[src/rtl/header_detacher_pkg.sv]
// Shared definitions for the Time Tagger header detacher: FSM states,
// header field positions and the header length in beats.
package header_detacher_pkg;

  typedef enum logic [0:0] {
    HEADER  = 1'b0,
    PAYLOAD = 1'b1
  } state_e;

  // Position of the 32-bit rollover time inside the 128-bit header beat
  localparam int ROLLOVER_LSB = 64;
  localparam int ROLLOVER_MSB = 95;

  // Every packet starts with exactly one header beat
  localparam int HDR_BEATS = 1;

  function automatic logic [ROLLOVER_MSB-ROLLOVER_LSB:0] rollover_of(input logic [127:0] hdr);
    return hdr[ROLLOVER_MSB:ROLLOVER_LSB];
  endfunction

endpackage

[src/rtl/header_detacher_skid.sv]
// Two-entry AXI-Stream skid buffer used on the output side of the header
// detacher when HEADER_DETACHER_OUT_REG_EN is defined. The upstream ready is
// a pure register output, so no combinational path runs from m_ready back to
// s_ready, and a full main register plus an empty skid register still allows
// one beat per cycle.
`ifdef HEADER_DETACHER_OUT_REG_EN
module axis_skid_buffer #(
  parameter int WIDTH = 8
) (
  input  logic             clk,
  input  logic             rst_n,
  input  logic             s_valid,
  output logic             s_ready,
  input  logic [WIDTH-1:0] s_data,
  output logic             m_valid,
  input  logic             m_ready,
  output logic [WIDTH-1:0] m_data
);

  logic [WIDTH-1:0] main_q;
  logic [WIDTH-1:0] skid_q;
  logic             main_valid_q;
  logic             skid_valid_q;
  logic             push;
  logic             load_main;

  assign s_ready   = !skid_valid_q;
  assign push      = s_valid && !skid_valid_q;
  assign load_main = m_ready || !main_valid_q;
  assign m_valid   = main_valid_q;
  assign m_data    = main_q;

  // Main register refills from the skid entry first, then from the input; a
  // beat arriving while main is stalled parks in the skid entry.
  always_ff @(posedge clk or negedge rst_n) begin
    if (!rst_n) begin
      main_q       <= '0;
      skid_q       <= '0;
      main_valid_q <= 1'b0;
      skid_valid_q <= 1'b0;
    end else if (load_main) begin
      if (skid_valid_q) begin
        main_q       <= skid_q;
        main_valid_q <= 1'b1;
        skid_valid_q <= 1'b0;
      end else begin
        main_valid_q <= push;
        if (push) begin
          main_q <= s_data;
        end
      end
    end else if (push) begin
      skid_q       <= s_data;
      skid_valid_q <= 1'b1;
    end
  end

endmodule
`endif

[src/rtl/header_detacher.sv]
// Strips the single 128-bit header beat from each Time Tagger packet,
// forwards the payload beats and presents the header's rollover time on
// m_axis_tuser for every payload beat of that packet.
// Optional build macro: HEADER_DETACHER_OUT_REG_EN registers the output
// through a 2-entry skid buffer (one extra cycle of payload latency).
module header_detacher
  import header_detacher_pkg::*;
#(
  parameter int DATA_WIDTH = 128,
  parameter int KEEP_WIDTH = (DATA_WIDTH + 7) / 8,
  parameter int USER_WIDTH = 32
) (
  input  logic                  clk,
  input  logic                  rst_n,
  input  logic                  s_axis_tvalid,
  output logic                  s_axis_tready,
  input  logic [DATA_WIDTH-1:0] s_axis_tdata,
  input  logic                  s_axis_tlast,
  input  logic [KEEP_WIDTH-1:0] s_axis_tkeep,
  output logic                  m_axis_tvalid,
  input  logic                  m_axis_tready,
  output logic [DATA_WIDTH-1:0] m_axis_tdata,
  output logic                  m_axis_tlast,
  output logic [KEEP_WIDTH-1:0] m_axis_tkeep,
  output logic [USER_WIDTH-1:0] m_axis_tuser,
  output logic                  header_only
);

  if (DATA_WIDTH != 128 || HDR_BEATS != 1) begin : g_bad_config
    $error("header_detacher supports only DATA_WIDTH = 128 with a single header beat");
  end

  state_e                state;
  logic [USER_WIDTH-1:0] tuser_q;
  logic                  in_payload;
  logic                  hdr_hs;
  logic                  pay_hs;

  assign in_payload = (state == PAYLOAD);
  // The header state is always ready, so a valid beat there is a handshake
  assign hdr_hs = !in_payload && s_axis_tvalid;
  assign pay_hs = in_payload && s_axis_tvalid && s_axis_tready;

  // Packet framing: header beat moves to PAYLOAD unless it is also the last
  always_ff @(posedge clk or negedge rst_n) begin
    if (!rst_n) begin
      state <= HEADER;
    end else if (hdr_hs && !s_axis_tlast) begin
      state <= PAYLOAD;
    end else if (pay_hs && s_axis_tlast) begin
      state <= HEADER;
    end
  end

  // Capture the rollover time on each header and flag discarded header-only packets
  always_ff @(posedge clk or negedge rst_n) begin
    if (!rst_n) begin
      tuser_q     <= '0;
      header_only <= 1'b0;
    end else begin
      header_only <= hdr_hs && s_axis_tlast;
      if (hdr_hs) begin
        tuser_q <= USER_WIDTH'(rollover_of(s_axis_tdata));
      end
    end
  end

`ifdef HEADER_DETACHER_OUT_REG_EN

  localparam int BUNDLE_W = USER_WIDTH + 1 + KEEP_WIDTH + DATA_WIDTH;

  logic                buf_s_ready;
  logic [BUNDLE_W-1:0] in_bundle;
  logic [BUNDLE_W-1:0] out_bundle;

  // The header is consumed here and never enters the buffer; tuser travels
  // with each payload beat so the next header may update tuser_q freely.
  assign s_axis_tready = in_payload ? buf_s_ready : 1'b1;
  assign in_bundle     = {tuser_q, s_axis_tlast, s_axis_tkeep, s_axis_tdata};

  axis_skid_buffer #(
    .WIDTH(BUNDLE_W)
  ) u_skid (
    .clk     (clk),
    .rst_n   (rst_n),
    .s_valid (in_payload && s_axis_tvalid),
    .s_ready (buf_s_ready),
    .s_data  (in_bundle),
    .m_valid (m_axis_tvalid),
    .m_ready (m_axis_tready),
    .m_data  (out_bundle)
  );

  assign m_axis_tdata = out_bundle[DATA_WIDTH-1:0];
  assign m_axis_tkeep = out_bundle[DATA_WIDTH +: KEEP_WIDTH];
  assign m_axis_tlast = out_bundle[DATA_WIDTH + KEEP_WIDTH];
  assign m_axis_tuser = out_bundle[BUNDLE_W-1 -: USER_WIDTH];

`else

  // Zero-latency pass-through; outputs are forced to zero outside PAYLOAD so
  // the header beat never shows up and reset clears them immediately.
  assign s_axis_tready = in_payload ? m_axis_tready : 1'b1;
  assign m_axis_tvalid = in_payload && s_axis_tvalid;
  assign m_axis_tdata  = in_payload ? s_axis_tdata : '0;
  assign m_axis_tkeep  = in_payload ? s_axis_tkeep : '0;
  assign m_axis_tlast  = in_payload && s_axis_tlast;
  assign m_axis_tuser  = tuser_q;

`endif

endmodule

[config.mk]
export PLATFORM = sky130hd
export DESIGN_NAME = header_detacher
export DESIGN_NICKNAME = d
export VERILOG_FILES = /design/src/rtl/header_detacher_pkg.sv /design/src/rtl/header_detacher_skid.sv /design/src/rtl/header_detacher.sv
export SDC_FILE = /design/constraint.sdc
export NUM_CORES = 1
export LEC_CHECK = 0
export CAP_MARGIN = 30
export CORE_AREA = 2 2 128 130
export DETAILED_ROUTE_END_ITERATION = 16
export DIE_AREA = 0 0 130 132
export PLACE_DENSITY = 0.57
export SYNTH_ARGS = -nofsm -noshare
export SYNTH_HDL_FRONTEND = slang
export SYNTH_SLANG_ARGS = --single-unit
[constraint.sdc]
create_clock -name clk -period 1.27 [get_ports clk]
set_clock_uncertainty 0.15 [all_clocks]
set_input_delay 0.254 -clock clk [delete_from_list [all_inputs] [get_ports clk]]
set_output_delay 0.254 -clock clk [all_outputs]
set_load 0.02 [all_outputs]
==> flow_metrics.env <==
export IMPL_status="finished, violations left"
export IMPL_violations="negative setup slack"
export IMPL_start_util=0.151
export IMPL_die_area_sq_um=17200
export IMPL_h_tree_depth=2
export IMPL_synthTopCellsByArea="and2_1 38%, dfrtp_1 36%, mux2_4 18%, clkbuf_1 2.4%, buf_6 1.9%"
export IMPL_grtUsageTotal=0.146
export IMPL_grt_overflow=0
export IMPL_placed_cell_area_sq_um=6300
export IMPL_insertion_delay_ns=0.27
export IMPL_clock_sinks=34
export IMPL_drive_gt1_frac=0.688
export IMPL_synth_yosys_seq_area_share=0.358
export IMPL_syn_area_sq_um=2380
export IMPL_setup_violations=180
export IMPL_setup_ws_ns=-0.500
export IMPL_fin_util=0.427
export IMPL_p_leak_nw=3.27
export IMPL_arrival_ns=1.37
export IMPL_endpoint_kind="output pin"
export IMPL_syn_avg_cell_area_sq_um=10.0
export IMPL_finalCritPeriodShare=1.39
export IMPL_pre_cts_ws_ns=-0.651
export IMPL_die_h_microns=132
export IMPL_cts_buffers=5
export IMPL_ys_flop_type="dfrtp_1"
export IMPL_n_antenna_cell=0
export IMPL_cts_tree="done"
export IMPL_critPathLaunchType="flip-flop"
export IMPL_synth_nets=387
export IMPL_dp_hpwl_mm=10.2
export IMPL_synth_top_area_share=0.384
export IMPL_grt_pass1_wl_mm=19.4
export IMPL_hold_violations=0
export IMPL_io_pins=329
export IMPL_tightest_slew_ns=0.365
export IMPL_clk_pin_slew_worst_paths_ns=0.06
export IMPL_syn_inst=238
export IMPL_maxCapViolCount=0
export IMPL_grt_setup_unrepaired="yes"
export IMPL_synthArstFlopShare=1.00
export IMPL_grt_max_degree=47
export IMPL_ys_types=13
export IMPL_ir_drop_mv=0.467
export IMPL_relSlewSlack=0.757
export IMPL_max_freq_ghz=0.565
export IMPL_slew_violations=0
export IMPL_port_buffers=328
export IMPL_power_density_nw_per_um2=979
export IMPL_core_area_sq_um=15700
export IMPL_ys_warnings_count=0
export IMPL_synth_common_cells="146 x and2_1, 34 x dfrtp_1, 29 x mux2_4"
export IMPL_cts_root_buffer="clkbuf_16"
export IMPL_firstDrtPassIters=4
export IMPL_hold_path_class="input port to asynchronous set/reset pin"
export IMPL_fin_nets=756
export IMPL_drt_iter0_drc=105
export IMPL_design_area_sq_um=6710
export IMPL_avgRoutedWirePerCell_microns=16.5
export IMPL_clk_path_buf_depth=2
export IMPL_synth_top_cell_by_area="and2_1"
export IMPL_vias=3117
export IMPL_crit_path_max_fanout=23
export IMPL_r2r_slack_ns=-0.46
export IMPL_vias_per_cell=3.78
export IMPL_min_period_ns=1.77
export IMPL_gp_congestion=0.875
export IMPL_dpl_cell_count=801
export IMPL_finalWirelength_mm=13.6
export IMPL_synth_seq_cells=34
export IMPL_antenna_found_initial=0
export IMPL_worstSetupPathType="flip-flop to output pin"
export IMPL_synth_edf_count=0
export IMPL_ant_nets=0
export IMPL_die_w_microns=130
export IMPL_drc=0
export IMPL_grt_pass1_vias=3288
export IMPL_finalNonFillerCells=824
export IMPL_crit_required_ns=0.87
export IMPL_std_cell_rows=46
export IMPL_hold_ws_ns=0.287
export IMPL_synth_most_common_cell="and2_1"
export IMPL_area_growth_pct=182
-- critical path: stages (launching register included) --
cell and delay (ns):
dfrtp_2 0.44, buf_6 0.16, clkbuf_16 0.18, and2_2 0.19, buf_6 0.13
-- sequential cells by signal, summed over array words and instances (netlist names) --
signal        flops
in_payload        1
header_only       1
m_axis_tuser     32
-- path summary, 6_finish.rpt --
kind | endpoint | cells past startpoint | startpoint
hold / removal | m_axis_tuser[4] | 2 | rst_n
hold reg to reg | m_axis_tuser[28] | 1 | m_axis_tuser[28]
min in group clk | m_axis_tuser[28] | 1 | m_axis_tuser[28]
setup / recovery | m_axis_tdata[118] | 4 | in_payload
max in group asynchronous | in_payload | 3 | rst_n
setup reg to reg | m_axis_tuser[28] | 5 | in_payload
-- final cells by class --
class                           count  area [sq um]
Clock buffer                        6           139
Clock inverter                      2          12.5
Fill cell                        1523          9010
Inverter                            1          3.75
Multi-Input combinational cell    183          1700
Sequential cell                    34           852
Tap cell                          216           270
Timing Repair Buffer              382          3730
-- metrics by stage --
step	total power [W]	TNS, ns
3_3_place_gp	0.00511	-102.90
6_report	0.00657	-78.38
2_1_floorplan	0.00314	-7.23
3_5_place_dp	0.00512	-105.03
5_1_grt	0.00694	-86.07
4_1_cts	0.00651	-93.51
-- cell usage in the layout (no fill, tap or decap), drive strengths merged --
cell type / n
buf: 187
clkdlybuf4s50: 147
and2: 146
clkbuf: 46
dfrtp: 34
mux2: 32
clkdlybuf4s15: 7
nand2b: 2
inv: 1
nor2: 1
nand2: 1
a22o: 1
clkinv: 1
clkinvlp: 1
dlygate4sd3: 1
-- repair_timing --
action                                  4_1_cts  5_1_grt
pin swaps                                     0        1
endpoints found under the setup margin      213      213
cloned                                        5        6
hold endpoints to repair                     13        0
setup buffers                                 2        1
resized for setup                           705      212
hold buffers                                  1        0
-- cells by family (layout without fill, tap and decap cells) --
family | count (synthesis) | in the layout | share of synthesized area
buffers and inverters | 21 | 391 | 0.0463
multiplexers | 32 | 32 | 0.197
AO/OA/AOI/OAI | 1 | 1 | 0.00368
AND/OR/NAND/NOR | 150 | 150 | 0.395
flip-flops | 34 | 34 | 0.358
-- where the power goes --
part	total (W)	switching (W)	internal, W
clock network	0.00124	0.000468	0.000776
logic	0.00389	0.00171	0.00218
registers	0.00143	0.000127	0.00131
-- layer usage --
layer	vias up	wire length, microns	GRT usage
li1	1479	-	-
met1	1460	5220	0.171
met2	166	7150	0.260
met3	12	1050	0.0463
met4	0	168	0.0305
met5	-	0	0
(Power assumes the default switching activity.)
